==> config.mk <==
export PLATFORM = sky130hd
export DESIGN_NAME = detector_busy_monitor
export DESIGN_NICKNAME = d
export VERILOG_FILES = /design/src/rtl/detector_busy_monitor.sv
export SDC_FILE = /design/constraint.sdc
export NUM_CORES = 1
export LEC_CHECK = 0
export ABC_CLOCK_PERIOD_IN_PS = 2500
export CORE_MARGIN = 2
export CORE_UTILIZATION = 37
export CTS_CLUSTER_DIAMETER = 40
export DETAILED_ROUTE_END_ITERATION = 7
export PLACE_DENSITY = 0.67
export SLEW_MARGIN = 15
export SYNTH_ARGS = -nofsm -noshare
export SYNTH_HDL_FRONTEND = slang
export SYNTH_SLANG_ARGS = --single-unit
export TNS_END_PERCENT = 30
==> constraint.sdc <==
create_clock -name clk -period 2.5 [get_ports clk]
set_clock_uncertainty 0.05 [all_clocks]
set_input_delay 0.5 -clock clk [delete_from_list [all_inputs] [get_ports clk]]
set_output_delay 0.5 -clock clk [all_outputs]
set_load 0.01 [all_outputs]
==> src/rtl/detector_busy_monitor.sv <==
// Detector handshake monitor: times the detector busy line after each trigger,
// counts completed events and keeps sticky fault flags for the readout logic.
module detector_busy_monitor #(
  parameter int CLK_PER_US    = 24,
  parameter int T_US_ACK      = 100,
  parameter int T_US_BUSY_MAX = 20000,
  parameter int BUSY_W        = 16,
  parameter int CNT_W         = 16
) (
  input  logic              clk,
  input  logic              rst_n,
  input  logic              trig_in,
  input  logic              trig_out,
  input  logic              err_clr,
  output logic              evt_valid,
  output logic [BUSY_W-1:0] busy_us,
  output logic [CNT_W-1:0]  evt_count,
  output logic [2:0]        err_flags,
  output logic [1:0]        state_dbg
);

  localparam int PW = (CLK_PER_US > 1) ? $clog2(CLK_PER_US) : 1;
  localparam logic [PW-1:0]     PRESC_LAST = PW'(CLK_PER_US - 1);
  localparam logic [BUSY_W-1:0] ACK_LAST   = BUSY_W'(T_US_ACK - 1);
  localparam logic [BUSY_W-1:0] BUSY_LAST  = BUSY_W'(T_US_BUSY_MAX - 1);

  typedef enum logic [1:0] {
    IDLE     = 2'd0,
    WAIT_ACK = 2'd1,
    BUSY     = 2'd2,
    STUCK    = 2'd3
  } state_t;

  state_t            state, state_next;
  logic              s1, s2, s2_d;
  logic              trig_in_d, trig_start;
  logic [PW-1:0]     presc;
  logic [BUSY_W-1:0] us_cnt, us_next, us_inc;
  logic              us_tick, rise, fall;
  logic              evt_next;
  logic [2:0]        flag_set;

  assign rise      = s2 & ~s2_d;
  assign fall      = ~s2 & s2_d;
  assign us_tick   = (presc == PRESC_LAST);
  assign state_dbg = state;

  // Saturating increment; on the cycle of a tick this is the completed-us count.
  assign us_inc = (us_tick && us_cnt != '1) ? us_cnt + BUSY_W'(1) : us_cnt;

  always_ff @(posedge clk or negedge rst_n) begin
    if (!rst_n) begin
      s1         <= 1'b0;
      s2         <= 1'b0;
      s2_d       <= 1'b0;
      trig_in_d  <= 1'b1;
      trig_start <= 1'b0;
    end else begin
      s1         <= trig_out;
      s2         <= s1;
      s2_d       <= s2;
      trig_in_d  <= trig_in;
      trig_start <= trig_in_d & ~trig_in;
    end
  end

  always_comb begin
    state_next = state;
    us_next    = us_cnt;
    evt_next   = 1'b0;
    flag_set   = 3'b000;
    case (state)
      IDLE: begin
        if (trig_start) begin
          if (!s2) begin
            state_next = WAIT_ACK;
            us_next    = '0;
          end else begin
            flag_set[0] = 1'b1;
          end
        end
      end
      WAIT_ACK: begin
        flag_set[0] = trig_start;
        if (rise) begin
          state_next = BUSY;
          us_next    = '0;
        end else if (us_tick && us_cnt == ACK_LAST) begin
          flag_set[1] = 1'b1;
          state_next  = IDLE;
        end else begin
          us_next = us_inc;
        end
      end
      BUSY: begin
        flag_set[0] = trig_start;
        us_next     = us_inc;
        if (fall) begin
          state_next = IDLE;
          evt_next   = 1'b1;
        end else if (us_tick && us_cnt == BUSY_LAST) begin
          flag_set[2] = 1'b1;
          state_next  = STUCK;
        end
      end
      STUCK: begin
        flag_set[0] = trig_start;
        if (fall) state_next = IDLE;
      end
      default: state_next = IDLE;
    endcase
  end

  // The prescaler restarts on every state change so each state times from entry.
  always_ff @(posedge clk or negedge rst_n) begin
    if (!rst_n) begin
      state     <= IDLE;
      presc     <= '0;
      us_cnt    <= '0;
      evt_valid <= 1'b0;
      busy_us   <= '0;
      evt_count <= '0;
      err_flags <= 3'b000;
    end else begin
      state     <= state_next;
      us_cnt    <= us_next;
      evt_valid <= evt_next;
      if (state_next != state) presc <= '0;
      else if (us_tick)        presc <= '0;
      else                     presc <= presc + PW'(1);
      if (evt_next) begin
        busy_us   <= us_inc;
        evt_count <= evt_count + CNT_W'(1);
      end
      err_flags <= (err_clr ? 3'b000 : err_flags) | flag_set;
    end
  end

endmodule

==> qor.yml <==
run_status:
  status: "finished, final reports clean"
power:
  p_sw_share_pct: 33.09
  seq_power_share_pct: 37.2
  intPower_mw: 2.184
  p_sw_mw: 1.080
  peakVddDrop_mv: 0.3634
  p_per_area_nw_per_um2: 728.1
  pwr-share-clk_pct: 30.3
  p_leak_nw: 1.925
  comb_power_share_pct: 32.5
cells_and_area:
  nFillCells: 880
  layout_common_cells: "dfrtp_1, clkdlybuf4s50_1, nand2_1"
  final_cells: 558
  fin_nets: 437
  area_growth_pct: 26.93
  final_area_sq_um: 4482
  drive_gt1_share_pct: 16.32
  n_antenna_cell: 0
  multi_input_area_sq_um: 1773
  seqCellArea_sq_um: 1603
  layout_commonest_cell: "dfrtp_1"
grt:
  grt_pass1_vias: 3048
  grt_first_pass_wirelength_mm: 15.02
  overflow: 0
  grt_max_degree: 65
  track_usage_pct: 18.54
  antenna_found_initial: 0
setup_path:
  required_ps: 2700
  worstPathMaxFanout: 9
  end_kind: "register"
  crit_path_start_kind: "register"
  timing.rr.end: "us_cnt[11]"
  critPathBufInv: 1
  reg2reg_from: "us_cnt[8]"
  reg2reg_depth: 6
  crit_family: "simple AND/OR/NAND/NOR gates"
  worstPathArrival_ps: 2630
  cp_slowest_stage_delay_ps: 580
  r2r_slack_ps: 70
  worstSetupPathType: "register to register"
  path_cells: "or4_1 -> nor2_1 -> and4_1 -> buf_4 -> a211oi_1 -> o22ai_1"
  crit_slowest_cell: "or4_1"
placed_design:
  hpwl_mm: 6.496
  io_buffers: 42
  dp_cells: 542
  pre_cts_ws_ps: 127.3
  placed_area_sq_um: 4262
  gp_congestion: 0.9773
die:
  std_cell_rows: 35
  die_height_microns: 101.7
  core_area_sq_um: 9240
  fp.dieW_microns: 101.7
  io_pins: 43
  initial_core_util_pct: 38.21
  die_area_sq_um: 10340
clock_network:
  cts_resized: 0
  cts_hold_buf: 0
  htree_levels: 3
  cts.sinks: 64
  clk_latency_ps: 340
  cts_tree: "done"
  cts_buffer_depth: 2
  cts_made_buffers: 9
  cts_setup_buffers: 0
  cts_root_buffer: "clkbuf_8"
  clkTransAtPathRegs_ps: 70
logic_synthesis:
  syn_area_sq_um: 3531
  synth_top_area_share_pct: 44.65
  synth-async-reset-ratio_pct: 100.0
  syn_inst: 357
  yosys.area.top_type: "dfrtp_1"
  synth-seq-area-share_pct: 45.39
  synth_edf_count: 0
  yosys-top-cells-area: "dfrtp_1, xnor2_1, nand2_1"
  yosysWarnings: 0
  syn_nets: 370
  yosysUniqueCellTypes: 63
  synth_seq_cells: 64
  avgSynthCellArea_sq_um: 9.890
  synth_flop_cell: "dfrtp_1"
sta:
  finalMaxSlewViolations: 0
  max_slew_margin_pct: 45.97
  grt_setup_unrepaired: "no"
  hold_slack_ps: 106.6
  setup_viol: 0
  final.min_clock_period_ps: 2428
  layout_setup_ws_ps: 72.44
  worstMarginPinSlew_ps: 804.3
  setup_tns_ps: 0
  clock.fmax_mhz: 411.9
  finalHoldViolCount: 0
  finalCritPeriodShare_pct: 97.10
routing:
  ant_nets: 0
  wire_per_inst_microns: 15.69
  drc_errors: 0
  dr.first_iter.drc_count: 211
  vias: 3049
  wl_mm: 8.753
  first_pass_iters: 5
  viasPerCell: 5.464
min_path:
  hp-class: "input pin to async pin"
job:
  maxCapViolCount: 0
## worst max-delay path by stage
| stage | end | cells past startpoint | from |
|---|---|---|---|
| CTS | us_cnt[11] | 6 | us_cnt[8] |
| global route | us_cnt[11] | 6 | us_cnt[8] |
| floorplan | evt_count[15] | 8 | state_dbg[0] |
| detailed placement | us_cnt[11] | 6 | us_cnt[8] |
| finish | us_cnt[11] | 6 | us_cnt[8] |
| global placement | us_cnt[11] | 6 | us_cnt[8] |
## routing by layer
layer	share of wire (%)	global-route usage [%]
met1	45	23.40
met2	48	30.11
met3	4.4	4.279
met5	0	0
met4	2.9	8.524
## synth_stat cells, types with 6 or more instances
cell / count
a21oi_1: 10
a22o_1: 6
and3_1: 6
clkbuf_1: 10
dfrtp_1: 63
ha_1: 8
inv_1: 13
nand2_1: 35
nand3_1: 20
nand4_1: 11
nor2_1: 13
nor3_1: 10
nor4_1: 6
o211ai_1: 7
o21ai_0: 20
o31ai_1: 7
xnor2_1: 16
xor2_1: 13
## flip-flops by register name, indices dropped and copies added (netlist names), 2 cells and up
register / flops
evt_count: 16
busy_us: 16
state_dbg: 2
us_cnt: 16
err_flags: 3
presc: 5
## power by group through the flow
| stage | sequential [mW] | clock (mW) | combinational, mW |
|---|---|---|---|
| floorplan | 1.25 | 0 | 0.622 |
| finish | 1.21 | 0.990 | 1.06 |
| global route | 1.23 | 1.08 | 1.16 |
| detailed placement | 1.23 | 0 | 1.04 |
| global placement | 1.23 | 0 | 1.03 |
| CTS | 1.21 | 1.02 | 1.05 |
## area by class of cell
class	instances	share of cell area, %
timing repair buffer	75	15.08
clock buffer	10	3.071
clock inverter	6	1.843
multi-input combinational	261	39.56
tap	129	3.601
sequential	64	35.76
inverter	13	1.089
## per-stage QoR
stage | util (%) | power, mW
3_3_place_gp | 46.12 | 2.260
2_1_floorplan | - | 1.868
6_report | 48.50 | 3.263
4_1_cts | 48.50 | 3.285
3_5_place_dp | 46.12 | 2.276
5_1_grt | 48.50 | 3.464
## logic make-up (layout without fill, tap and decap cells)
| logic type | after synthesis | count (layout) | share of synthesized area [%] |
|---|---|---|---|
| xor+xnor | 29 | 29 | 7.193 |
| flops | 64 | 64 | 45.39 |
| simple gates | 142 | 142 | 23.67 |
| mux | 6 | 6 | 1.772 |
| compound gates | 76 | 76 | 14.74 |
| fa+ha+maj | 8 | 8 | 2.835 |
| buf+inv | 32 | 104 | 4.394 |
No activity file was read; power rests on OpenSTA's default activity.
